## src/rtl/pipeline_sequencer.sv

```systemverilog
// Frame-aligned sequencer: camera configuration bring-up with retry, pipeline
// flush on configuration change, and freeze handling on frame boundaries.
module pipeline_sequencer #(
  parameter int FLUSH_CYCLES = 16,
  parameter int CFG_TIMEOUT  = 1048576
) (
  input  logic       CLK,
  input  logic       RST,
  input  logic       i_mode,
  input  logic       i_sobel,
  input  logic       i_gaussian,
  input  logic       i_freeze,
  input  logic       i_sof,
  input  logic       i_cfg_done,
  output logic       o_cam_start,
  output logic       o_pipe_flush,
  output logic       o_mode,
  output logic       o_sobel_enable,
  output logic       o_gaussian_enable,
  output logic       o_frozen,
  output logic [2:0] o_state
);

  localparam int CW = (CFG_TIMEOUT > 2) ? $clog2(CFG_TIMEOUT) : 1;
  localparam logic [CW-1:0] TIMEOUT_LAST = CW'(CFG_TIMEOUT - 1);
  localparam logic [CW-1:0] FLUSH_LAST   = CW'(FLUSH_CYCLES - 1);

  typedef enum logic [2:0] {
    INIT     = 3'd0,
    CFG_WAIT = 3'd1,
    FLUSH    = 3'd2,
    WAIT_SOF = 3'd3,
    RUN      = 3'd4,
    FROZEN   = 3'd5
  } state_t;

  state_t        state;
  logic [CW-1:0] cnt;
  logic          freeze_pending;
  logic [3:0]    sync_meta;
  logic [3:0]    sync_sw;
  logic          sw_mode;
  logic          sw_sobel;
  logic          sw_gaussian;
  logic          sw_freeze;
  logic          cfg_change;

  // Raw switches are asynchronous to CLK; two flops before any use.
  always_ff @(posedge CLK or posedge RST) begin
    if (RST) begin
      sync_meta <= '0;
      sync_sw   <= '0;
    end else begin
      sync_meta <= {i_freeze, i_gaussian, i_sobel, i_mode};
      sync_sw   <= sync_meta;
    end
  end

  assign sw_mode     = sync_sw[0];
  assign sw_sobel    = sync_sw[1];
  assign sw_gaussian = sync_sw[2];
  assign sw_freeze   = sync_sw[3];
  assign cfg_change  = {sw_gaussian, sw_sobel, sw_mode} !=
                       {o_gaussian_enable, o_sobel_enable, o_mode};
  assign o_state     = state;

  always_ff @(posedge CLK or posedge RST) begin
    if (RST) begin
      state             <= INIT;
      cnt               <= '0;
      freeze_pending    <= 1'b0;
      o_cam_start       <= 1'b0;
      o_pipe_flush      <= 1'b1;
      o_mode            <= 1'b0;
      o_sobel_enable    <= 1'b0;
      o_gaussian_enable <= 1'b0;
      o_frozen          <= 1'b0;
    end else begin
      o_cam_start <= 1'b0;
      cnt         <= (cnt == '1) ? cnt : cnt + 1'b1;

      case (state)
        // After reset the start pulse is raised here; on a retry it was
        // already raised together with the transition back into INIT.
        INIT: begin
          if (!o_cam_start) begin
            o_cam_start <= 1'b1;
          end else begin
            state <= CFG_WAIT;
            cnt   <= '0;
          end
        end

        CFG_WAIT: begin
          if (i_cfg_done) begin
            state <= FLUSH;
            cnt   <= '0;
          end else if (cnt == TIMEOUT_LAST) begin
            state       <= INIT;
            o_cam_start <= 1'b1;
            cnt         <= '0;
          end
        end

        FLUSH: begin
          if (cnt == FLUSH_LAST) begin
            state <= WAIT_SOF;
            cnt   <= '0;
          end
        end

        // New configuration becomes active exactly on a frame boundary.
        WAIT_SOF: begin
          if (i_sof) begin
            state             <= RUN;
            cnt               <= '0;
            o_mode            <= sw_mode;
            o_sobel_enable    <= sw_sobel;
            o_gaussian_enable <= sw_gaussian;
            freeze_pending    <= 1'b0;
            o_pipe_flush      <= 1'b0;
          end
        end

        // A configuration change wins over a pending freeze on the same SOF.
        RUN: begin
          if (cfg_change) begin
            state        <= FLUSH;
            cnt          <= '0;
            o_pipe_flush <= 1'b1;
          end else begin
            freeze_pending <= sw_freeze;
            if ((sw_freeze || freeze_pending) && i_sof) begin
              state        <= FROZEN;
              cnt          <= '0;
              o_pipe_flush <= 1'b1;
              o_frozen     <= 1'b1;
            end
          end
        end

        FROZEN: begin
          if (!sw_freeze) begin
            state          <= FLUSH;
            cnt            <= '0;
            o_frozen       <= 1'b0;
            freeze_pending <= 1'b0;
          end
        end

        default: begin
          state        <= INIT;
          cnt          <= '0;
          o_pipe_flush <= 1'b1;
          o_frozen     <= 1'b0;
        end
      endcase
    end
  end

endmodule

```

## config.mk

```make
export PLATFORM = sky130hd
export DESIGN_NAME = pipeline_sequencer
export DESIGN_NICKNAME = d
export VERILOG_FILES = /design/src/rtl/pipeline_sequencer.sv
export SDC_FILE = /design/constraint.sdc
export NUM_CORES = 1
export LEC_CHECK = 0
export CAP_MARGIN = 20
export CORE_ASPECT_RATIO = 1.25
export CORE_MARGIN = 2
export CORE_UTILIZATION = 64
export CTS_BUF_LIST = sky130_fd_sc_hd__clkbuf_8
export DETAILED_ROUTE_END_ITERATION = 16
export GPL_TIMING_DRIVEN = 1
export PLACE_DENSITY = 0.95
export SETUP_SLACK_MARGIN = 0.2
export SLEW_MARGIN = 20
export SYNTH_ARGS = -nofsm -noshare
export SYNTH_HDL_FRONTEND = slang
export SYNTH_SLANG_ARGS = --single-unit
```

## constraint.sdc

```tcl
create_clock -name CLK -period 3.4 [get_ports CLK]
set_clock_uncertainty 0.2 [all_clocks]
set_input_delay 0.34 -clock CLK [delete_from_list [all_inputs] [get_ports CLK]]
set_output_delay 0.34 -clock CLK [all_outputs]
set_load 0.01 [all_outputs]
```

---- After elaboration in Yosys (flattened, before gate mapping) ----
Index checks and enable logic that the tools add are counted.
storage, ports and cells
  logic and storage cells ................. 73
  output and inout port bits .............. 9
  flip-flop bits (word level) ............. 38
  bits of input ports ..................... 8
operators by class
  multiplexer cells ....................... 32
  add/sub/neg operators ................... 1
  reduce and logical (&&, ||, !) cells .... 11
  equal/unequal tests ..................... 16
  bitwise gates (word level) .............. 2
operator list
  kind                                             number
  2-to-1 mux 20 bit                                9
  one-hot mux 20 bit (6 select lines)              1
  2-to-1 mux 3 bit                                 8
  adder 20 x 1 -> 20 bit (second input constant)   1
  == test 20 bit (second input constant)           1
  == test 20 x 4 -> 1 bit (second input constant)  1
  one-hot mux 3 bit (6 select lines)               1
  != test 2 bit (second input constant)            6
  2-to-1 mux 1 bit                                 9
  one-hot mux 1 bit (3 select lines)               3
  AND reduction 4 bit                              2
  OR reduction 4 bit                               2
  == test 3 x 2 -> 1 bit (second input constant)   2
  == test 3 bit (second input constant)            2
  != test 3 bit (second input constant)            2
  AND reduction 6 bit                              1
  == test 3 x 1 -> 1 bit (second input constant)   1
  logical NOT 3 bit                                1
  != test 3 bit                                    1
  AND reduction 3 bit                              1
  nonzero test 3 bit                               1
  inverter 1 bit                                   2
  one-hot mux 1 bit (2 select lines)               1
  AND reduction 2 bit                              1
  other kinds (2)                                  2

---- Longest topological paths before layout ----
Gate-level depths: netlist (run 1).
  depth after elaboration ................. 5
  mapped depth ............................ 7

---- Worst setup path before layout (run 1) ----
OpenSTA, ideal clock, no wires.
  kind .................................... register -> register
  from .................................... register cnt[0]
  to ...................................... register cnt[14]
  path buffers ............................ 1
  setup slack ............................. 1.343 ns
  required time ........................... 3.080 ns
  library setup time ...................... 0.120 ns
  data arrival time ....................... 1.738 ns
  cell stages (with the launch flop) ...... 8
  cell sequence ........................... dfrtp_1 > ha_1 > nand2_1 > nor2_1 > a31oi_4 > nor3b_4 > buf_6 > nor2_1
on the way
  longest elaborated chain between the ends .. 5
  elaborated cells on any way between the ends .. 13
  those cells by class .................... add/sub: 1; eq/ne: 2; mux: 10
ends and longest elaborated chain
  what                                                             line     text
  from (decl)                                                      38       logic [CW-1:0] cnt;
  from (signal assigned)                                           80       cnt <= (cnt == '1) ? cnt : cnt + 1'b1;
  adder 20 x 1 -> 20 bit / == test 20 bit (equally long branches)  80, 98
  2-to-1 mux 20 bit                                                80
  2-to-1 mux 20 bit (on tied branches)                             133, 98
  2-to-1 mux 20 bit (on tied branches)                             127, 95
  one-hot mux 20 bit (6 select lines) *                            82       case (state)
Every way passes the cells marked *; elsewhere a longest branch is shown, timed or not.
A chain may end at the register's enable or synchronous reset.

---- Worst setup path after layout (run 1) ----
  from .................................... register cnt[1]
  to ...................................... register cnt[17]
Same word-level chain as after synthesis.

==> run metrics, run 1 <==
run status=finished clean; routed wire length=~4400 um; Syn-to-layout area delta=14.1%; fillers=between 200 and 250; Max Buffers Root-to-Sink=2; Max H-tree Level=2; first-pass GRT wire length=approximately 7200 um; Synth Area in Adders=under 10%; fraction of registers with async set/reset=100%; worst min-delay path class=reg -> reg; initial DRC count=100; final hold vios=0; total number of vias=1641; CTS Hold Buffers Added=0; placed cell area=0.00216 sq mm; Worst EP arrival=between 2000 and 3000 ps; row cnt=22; Num CTS Buffers=5; Final HPWL DP=just under 3000 um; worst slack at placement=793 ps; Register Area=around 950 sq um; CP bufs+invs=0; max-slew violations=0; CP max stage delay=between 600 and 700 ps; Worst setup EP type=register; Final ANT Viol Nets=0; complex-gate fraction of the synthesized area=about an eighth; Worst Tran Pin Value=754 ps; setup ws final=roughly 840 ps; WL/cell=between 15 and 20 um; Top FF cell, synth=dfrtp_1; clock period minus worst slack=~2600 ps; sequential area share after synthesis=between 40% and 50%; Worst EP required=about 3300 ps; setup repair bufs after CTS=0; maximum clock rate=about 0.4 GHz; IR drop worst, VDD=approximately 0.51 mV; Worst-Skew Late Latency=290 ps; pin count of the biggest net entering global routing=21; CTS tree=done; n_diodes=0; kind of critical path=reg -> reg; setup_tns=0 ps; Synth Area in XOR/XNOR=under 10%; commonest non-fill, non-tap cell in the layout=dfrtp_1; crit path cell chain=ha_1 > nand2_1 > nor2_1 > a31oi_4 > nor3b_4 > nor3_1; max-cap viol count=0; distinct cell type count after synthesis=44; family with the most delay on the worst path=simple AND/OR/NAND/NOR gates; hold path depth=0; CP max stage cell=nor3b_4; main combinational cell family by area after synthesis=simple AND/OR/NAND/NOR gates; mux cell area share after synthesis=under 10%; Synth Area in Simple Gates=between 20% and 30%; layout cells sized above 1=under 10%; Via density=roughly 6.4; PortBufs=16; RePlAce Congestion=approximately 0.93; Post-synth EDFFs=0; Syn Inst Count=around 200; post-route design area=roughly 0.0023 sq mm; RSZ-0062 raised after global routing=no; Power Total=about 1.6 mW; synthesized area=0.00201 sq mm; initial antenna violation count=0; pwr/cell area=between 700 and 800 mW/mm^2; Worst Path Max Fanout=18; vias in the first global route=~1500; Rel. slew slack=a little under 50%; CTS sink cnt=38; Die Ht=about 67 um; post-synth top area cell=dfrtp_1; final worst path period share=75.3%; CTS Root Cell=clkbuf_8; Startpoint Class=register; multi-input logic area=a little under 0.001 sq mm; Starting Density=between 60% and 70%; DR pass1 iterations=4; post-cts sizing count=0; Mapped Nets=about 220; clock-pin slew on the worst setup and hold paths=around 80 ps; Yosys reg bits=38; die area=between 0.003 and 0.004 sq mm; setup violators final=0; most frequent cells in the layout=dfrtp_1, nor2_1, nand2_1, clkdlybuf4s50_1; top cell type's share of synthesized area=around 46%; core box area=0.00297 sq mm; Mapped Avg Cell Area=approximately 9.8 sq um; number of remaining DRC errors=0; Reg2Reg Depth=6; total track usage=roughly 28%; Area contributors post-synth=dfrtp_1, nor2_1, xnor2_1; YS warnings=0; Pleak=0.931 nW; gr ovfl total=0; WP depth=6; # IOs=17; die width=roughly 54 um; hold_ws=approximately 150 ps; Final nets=231
==> kinds of logic (layout without fill, tap and decap cells) <==
group | count (synthesis) | in the layout
compound gates | 34 | 34
xor+xnor | 13 | 13
fa+ha+maj | 2 | 2
buf+inv | 15 | 31
flops | 38 | 38
mux | 6 | 6
simple gates | 98 | 98
==> report_power, final <==
part	internal, mW	leakage [nW]	switching (mW)	total (mW)
clock	0.294	0.0683	0.168	0.462
sequential	0.529	0.495	0.101	0.630
combinational	0.239	0.368	0.277	0.516
==> per-stage QoR <==
step / cells / utilization [%]
2_1_floorplan: 206 / -
3_3_place_gp: 250 / 72.6
3_5_place_dp: 250 / 72.6
4_1_cts: 258 / 77.2
5_1_grt: 258 / 77.2
6_report: 258 / 77.2
==> final timing paths <==
check,startpoint,end,slack (ps)
min reg2reg,sync_meta[2]$_DFF_PP0_,sync_sw[2]$_DFF_PP0_,150
min in group asynchronous,RST,cnt[12]$_DFF_PP0_,260
max reg2reg,cnt[1]$_DFF_PP0_,cnt[17]$_DFF_PP0_,840
min,sync_meta[2]$_DFF_PP0_,sync_sw[2]$_DFF_PP0_,150
max in group asynchronous,RST,o_state[2]$_DFFE_PP0P_,2000
max,cnt[1]$_DFF_PP0_,cnt[17]$_DFF_PP0_,840
==> per-layer routing <==
layer  part of all wire [%]  wire length [um]  track usage, %  vias to the layer above
li1                       -                 -               -                      776
met1                     42              1870            34.0                      780
met2                     50              2220            47.3                       75
met3                    5.6               249            7.40                       10
met4                    1.7                76            9.69                        0
met5                      0                 0               0                        -
==> cells in the mapped netlist (2+ instances only) <==
| library cell | number |
|---|---|
| dfrtp_1 | 37 |
| xnor2_1 | 10 |
| nand2b_1 | 3 |
| buf_4 | 4 |
| a211oi_1 | 3 |
| buf_6 | 2 |
| nand4_1 | 6 |
| inv_1 | 6 |
| and4_1 | 3 |
| mux2_2 | 3 |
| o31ai_1 | 3 |
| and3_1 | 3 |
| a31oi_1 | 4 |
| nor3b_1 | 2 |
| o21ai_0 | 10 |
| mux2i_1 | 3 |
| nor2b_1 | 2 |
| nand3_1 | 10 |
| nand2_1 | 19 |
| xor2_1 | 3 |
| nor3_1 | 7 |
| o211ai_1 | 3 |
| nand3b_1 | 2 |
| ha_1 | 2 |
| buf_2 | 2 |
| a21oi_1 | 4 |
| nor4_1 | 10 |
| nor2_1 | 24 |
==> registers in the layout, summed over array words and instances (netlist names) <==
name	count
sync_sw	4
o_state	3
sync_meta	4
cnt	20
o_sobel_enable	1
o_frozen	1
o_pipe_flush	1
o_cam_start	1
o_mode	1
o_gaussian_enable	1
freeze_pending	1
==> area by class of cell <==
class	instances	share of cell area [%]
clock buffer	5	3.00
multi-input combinational	153	42.3
tap	36	1.96
sequential	38	41.5
clock inverter	3	3.00
inverter	6	0.981
timing repair buffer	17	7.31
No activity file was read; power rests on OpenSTA's default activity.
==> inputs of run 2 (changes only) <==
CORE_UTILIZATION = 59   (was 64)
PLACE_DENSITY = 0.92   (was 0.95)
clock period = 2.55 ns   (was 3.4 ns; I/O delays follow)
==> run 2 against run 1 <==
  * Sequential share of layout area down 1.1 points
  * Clock power up 33%
  * Maximum frequency up 15%
  * Count of clock-buffer cells in the layout unchanged
  * Largest power group unchanged
==> run metrics, run 2 (synthesis gave the netlist of run 1 again) <==
Flop pwr share=37.3% (-1.9 points); CTS Hold Buffers Added=0 (unchanged); worst min-delay path class=reg -> reg; PortBufs=16 (unchanged); Final HPWL DP=2990 um (+1.2%); Final ANT Viol Nets=0 (unchanged); P_sw=0.728 mW (+33%); RSZ-0062 raised after global routing=no; pin count of the biggest net entering global routing=39 (+86%); first-pass GRT wire length=7300 um (+1.6%); run status=finished clean; Max H-tree Level=2 (unchanged); row cnt=23 (+4.5%); Final nets=239 (+3.5%); maximum clock rate=0.450 GHz (+15%); die width=56.2 um (+3.8%); total track usage=23.8% (-4.3 points); initial antenna violation count=0 (unchanged); worst slack at placement=308 ps (-485 ps); final worst path period share=87.2% (+12 points); DR pass1 iterations=4 (unchanged); initial DRC count=146 (+46%); switching part of the total=33.1% (-0.89 points); WL/cell=15.7 um (-7.9%); Starting Density=62.4% (-5.3 points); Rel. slew slack=58.5% (+8.9 points); Num CTS Buffers=5 (unchanged); Worst-Skew Late Latency=290 ps (about the same); CTS sink cnt=38 (unchanged); Syn-to-layout area delta=17.2%; crit path cell chain=ha_1 > and3_1 > nand3_1 > o211ai_1 > nor3b_4 > buf_4 > a21oi_1; core box area=0.00322 sq mm (+8.4%); max FFs per register=20 (unchanged); dpl cells=259 (+3.6%); Worst Path Max Fanout=8 (-10); clock-pin slew on the worst setup and hold paths=80 ps (about the same); vias in the first global route=1622 (+6.2%); Worst EP required=2530 ps (-810 ps); Pleak=0.972 nW (+4.4%); Startpoint Class=register; total number of vias=1678 (+2.3%); final hold vios=0 (unchanged); setup ws final=326 ps (-516 ps); clock period minus worst slack=2220 ps (-334 ps); setup violators final=0 (unchanged); fin cells=267 (+3.5%); pwr/cell area=934 mW/mm^2 (+33%); Worst Tran Pin Value=617 ps (-138 ps); Max Buffers Root-to-Sink=2 (unchanged); max-cap viol count=0 (unchanged); CP max stage cell=dfrtp_1; gr ovfl total=0 (unchanged); family with the most delay on the worst path=simple AND/OR/NAND/NOR gates; routed wire length=4200 um (-4.7%); max-slew violations=0 (unchanged); most frequent cells in the layout=dfrtp_1, nor2_1, nand2_1, clkdlybuf4s50_1; CTS Root Cell=clkbuf_8; Combinational Power Share=34.8% (+2.7 points); n_diodes=0 (unchanged); kind of critical path=reg -> reg; CP bufs+invs=1 (+1); hold_ws=151 ps (-2.71 ps); # IOs=17 (unchanged); Via density=6.28 (-1.2%); layout cells sized above 1=12.6% (+3.6 points); IR drop worst, VDD=0.672 mV (+32%); die area=0.00389 sq mm (+7.9%); clock network power share=27.8% (-0.9 points); commonest non-fill, non-tap cell in the layout=dfrtp_1; setup_tns=0 ps (unchanged); RePlAce Congestion=0.925 (-0.61%); Worst setup EP type=register; CP max stage delay=430 ps (-260 ps); number of remaining DRC errors=0 (unchanged); Largest regs=cnt x20, sync_meta x4, sync_sw x4; P_int=1.47 mW (+39%); CTS tree=done; Biggest register=cnt; Worst EP arrival=2200 ps (-300 ps); Die Ht=69.3 um (+3.9%)
run 2: final timing paths:
kind / from / to / slack (ps) / cells after the start
max reg2reg: cnt[0]$_DFF_PP0_ / cnt[12]$_DFF_PP0_ / 330 / 7
max in group asynchronous: RST / o_pipe_flush$_DFFE_PP1P_ / 1650 / 3
min: sync_meta[3]$_DFF_PP0_ / sync_sw[3]$_DFF_PP0_ / 150 / 0
min in group asynchronous: RST / cnt[15]$_DFF_PP0_ / 160 / 3
min reg2reg: sync_meta[3]$_DFF_PP0_ / sync_sw[3]$_DFF_PP0_ / 150 / 0
max: cnt[0]$_DFF_PP0_ / cnt[12]$_DFF_PP0_ / 330 / 7
run 2: timing repair:
item	CTS	global route
gates resized for setup	0	1
setup buffers	0	0
endpoints found under the setup margin	0	11
run 2: final cells by class:
type                            instances  area, sq um
Clock buffer                            5         68.8
Clock inverter                          3         68.8
Fill cell                             243          866
Inverter                                6         22.5
Multi-Input combinational cell        153          971
Sequential cell                        38          952
Tap cell                               37         46.3
Timing Repair Buffer                   25          228
run 2: routing by layer:
layer,share of wire [%],up-vias,global-route usage [%]
met5,0,-,0
met4,1.8,0,10.8
met3,5.3,8,5.78
met2,52,64,39.2
met1,41,806,29.3
li1,-,800,-
run 2: power groups by stage:
stage | Sequential (mW) | Combinational, mW | Clock (mW)
2_1_floorplan | 0.820 | 0.486 | 0
3_3_place_gp | 0.823 | 0.744 | 0
3_5_place_dp | 0.829 | 0.767 | 0
4_1_cts | 0.820 | 0.771 | 0.620
5_1_grt | 0.840 | 0.843 | 0.650
6_report | 0.822 | 0.767 | 0.613
run 2: per-stage QoR:
step	cell area (sq um)	util, %	power (mW)
2_1_floorplan	2010	-	1.31
3_3_place_gp	2220	68.8	1.57
3_5_place_dp	2220	68.8	1.60
4_1_cts	2360	73.1	2.21
5_1_grt	2360	73.1	2.33
6_report	2360	73.1	2.20
==> inputs of run 3 (changes only) <==
CELL_PAD_IN_SITES_DETAIL_PLACEMENT = 0   (was default)
CELL_PAD_IN_SITES_GLOBAL_PLACEMENT = 2   (was default)
CORE_UTILIZATION = 38   (was 59)
==> run 3 against run 2 <==
  * Sequential power is 1% higher
  * Clock power is 2% higher
  * Maximum frequency is 0.39% higher
  * Power decreased by 0.94%
  * First-iteration DRC count decreased by 58%
  * Combinational power decreased by 5.5%
  * Non-clock buffer count down 2
  * Final area up 0.80%
  * Register-to-register slack hardly changed
==> run metrics, run 3 (synthesis gave the netlist of run 1 again) <==
run status=finished clean; Largest regs=cnt x20, sync_meta x4, sync_sw x4; Rel. slew slack=68.1% (+9.6 points); clock-pin slew on the worst setup and hold paths=80 ps (about the same); CTS Hold Buffers Added=0 (unchanged); die area=0.00589 sq mm (+51%); setup repair bufs after CTS=0 (unchanged); die width=69.1 um (+23%); worst slack at placement=168 ps (-140 ps); pwr/cell area=918 mW/mm^2 (-1.7%); WL/cell=15.4 um (-1.9%); Flop pwr share=38.1% (+0.8 points); Startpoint Class=register; CTS Root Cell=clkbuf_8; final hold vios=0 (unchanged); met3 Use GR=3.44% (-2.3 points); CTS sink cnt=38 (unchanged); Syn-to-layout area delta=18.2%; CTS tree=done; Final nets=237 (-0.84%); Combinational Power Share=33.2% (-1.6 points); initial DRC count=62 (-58%); setup_tns=0 ps (unchanged); max-slew violations=0 (unchanged); RSZ-0062 raised after global routing=no; vias in the first global route=1590 (-2.0%); core box area=0.00508 sq mm (+58%); Via density=5.52 (-12%); maximum clock rate=0.451 GHz (+0.39%); hold path depth=0 (unchanged); Worst EP arrival=2200 ps (about the same); layout cells sized above 1=12.3% (-0.33 points); Num CTS Buffers=5 (unchanged); GR Util met1=20.8% (-8.5 points); Final ANT Viol Nets=0 (unchanged); total track usage=16.4% (-7.4 points); Pleak=0.962 nW (-1.0%); total number of vias=1600 (-4.6%); fillers=522 (+110%); initial antenna violation count=0 (unchanged); final design utilization=46.8% (-26 points); kind of critical path=reg -> reg; worst min-delay path class=reg -> reg; max FFs per register=20 (unchanged); routed wire length=4480 um (+6.6%); Worst setup EP type=register; max-cap viol count=0 (unchanged); setup violators final=0 (unchanged); P_int=1.45 mW (-1.8%); Die Ht=85.3 um (+23%); # IOs=17 (unchanged); Max Buffers Root-to-Sink=2 (unchanged); final worst path period share=86.9% (-0.34 points); hold path endpoint=sync_sw[1]$_DFF_PP0_; IR drop worst, VDD=0.327 mV (-51%); number of remaining DRC errors=0 (unchanged); hold_sp=sync_meta[1]$_DFF_PP0_; clock network power share=28.6% (+0.8 points); row cnt=29 (+26%); DR pass1 iterations=4 (unchanged); Final HPWL DP=3130 um (+4.9%); n_diodes=0 (unchanged); clock period minus worst slack=2220 ps (-8.71 ps); P_sw=0.734 mW (+0.84%); pin count of the biggest net entering global routing=39 (unchanged); setup ws final=334 ps (+8.71 ps); Reg-to-Reg Start=cnt[15]$_DFF_PP0_; Max H-tree Level=2 (unchanged); PortBufs=16 (unchanged); gr ovfl total=0 (unchanged); most frequent cells in the layout=dfrtp_1, nor2_1, nand2_1, clkdlybuf4s50_1; grt peak-use layer=met2; Reg2Reg Depth=6 (-1); Worst-Skew Late Latency=300 ps (about the same); first-pass GRT wire length=7760 um (+6.3%); Worst EP required=2540 ps (about the same); Biggest register=cnt; switching part of the total=33.7% (+0.59 points); Worst Tran Pin Value=479 ps (-138 ps); Worst Path Max Fanout=7 (-1); r2r setup slk=330 ps (about the same); RePlAce Congestion=0.786 (-15%); Starting Density=39.6% (-23 points); met2 Use GR=27.8% (-11 points); Critical R2R Capture=cnt[0]$_DFF_PP0_; commonest non-fill, non-tap cell in the layout=dfrtp_1
## run 3: changes by cell type in the layout (fill, tap and decap cells not counted), sizes merged
cell  delta
buf      -2
## run 3: repair_timing
action,CTS,global route
resized for setup,1,1
endpoints found under the setup margin,1,1
endpoints found under the hold margin,0,0
## run 3: cell type report
| class | count | area, sq um | area share (%) |
|---|---|---|---|
| Clock buffer | 5 | 68.8 | 2.90 |
| Clock inverter | 3 | 68.8 | 2.90 |
| Inverter | 6 | 22.5 | 0.948 |
| Multi-Input combinational cell | 153 | 973 | 41.0 |
| Sequential cell | 38 | 952 | 40.1 |
| Tap cell | 62 | 77.6 | 3.26 |
| Timing Repair Buffer | 23 | 213 | 8.95 |
## run 3: per-layer routing
layer,part of all wire (%),vias to the layer above
li1,-,794
met1,45,778
met2,51,22
met3,2.3,6
met4,1.4,0
met5,0,-
## run 3: worst max-delay path: stages (launching register included)
cell and delay, ps:
dfrtp_1 480, nand4_1 250, nor2_2 370, nand3_1 220, ha_1 330, inv_1 30
a32o_1 210
## run 3: how the worst max path moves through the flow
stage	slack, ps	cells after the start	end	start
2_1_floorplan	490	7	cnt[14]$_DFF_PP0_	cnt[0]$_DFF_PP0_
3_3_place_gp	140	6	cnt[0]$_DFF_PP0_	cnt[15]$_DFF_PP0_
3_5_place_dp	170	6	cnt[0]$_DFF_PP0_	cnt[15]$_DFF_PP0_
6_report	330	6	cnt[0]$_DFF_PP0_	cnt[15]$_DFF_PP0_
4_1_cts	240	6	cnt[0]$_DFF_PP0_	cnt[4]$_DFF_PP0_
5_1_grt	200	6	cnt[0]$_DFF_PP0_	cnt[15]$_DFF_PP0_
## run 3: power groups by stage
stage	sequential (mW)	clock, mW	combinational, mW
6_report	0.832	0.624	0.725
5_1_grt	0.850	0.663	0.805
4_1_cts	0.832	0.640	0.740
3_5_place_dp	0.843	0	0.737
3_3_place_gp	0.845	0	0.730
2_1_floorplan	0.820	0	0.486
## run 3: metrics by stage
step / cells / total power, mW / hold WS (ps) / cell area [sq um]
floorplan: 206 / 1.31 / 86.4 / 2010
global placement: 282 / 1.58 / 134 / 2230
detailed placement: 282 / 1.58 / 135 / 2230
CTS: 290 / 2.21 / 153 / 2370
global route: 290 / 2.32 / 157 / 2380
finish: 290 / 2.18 / 152 / 2380
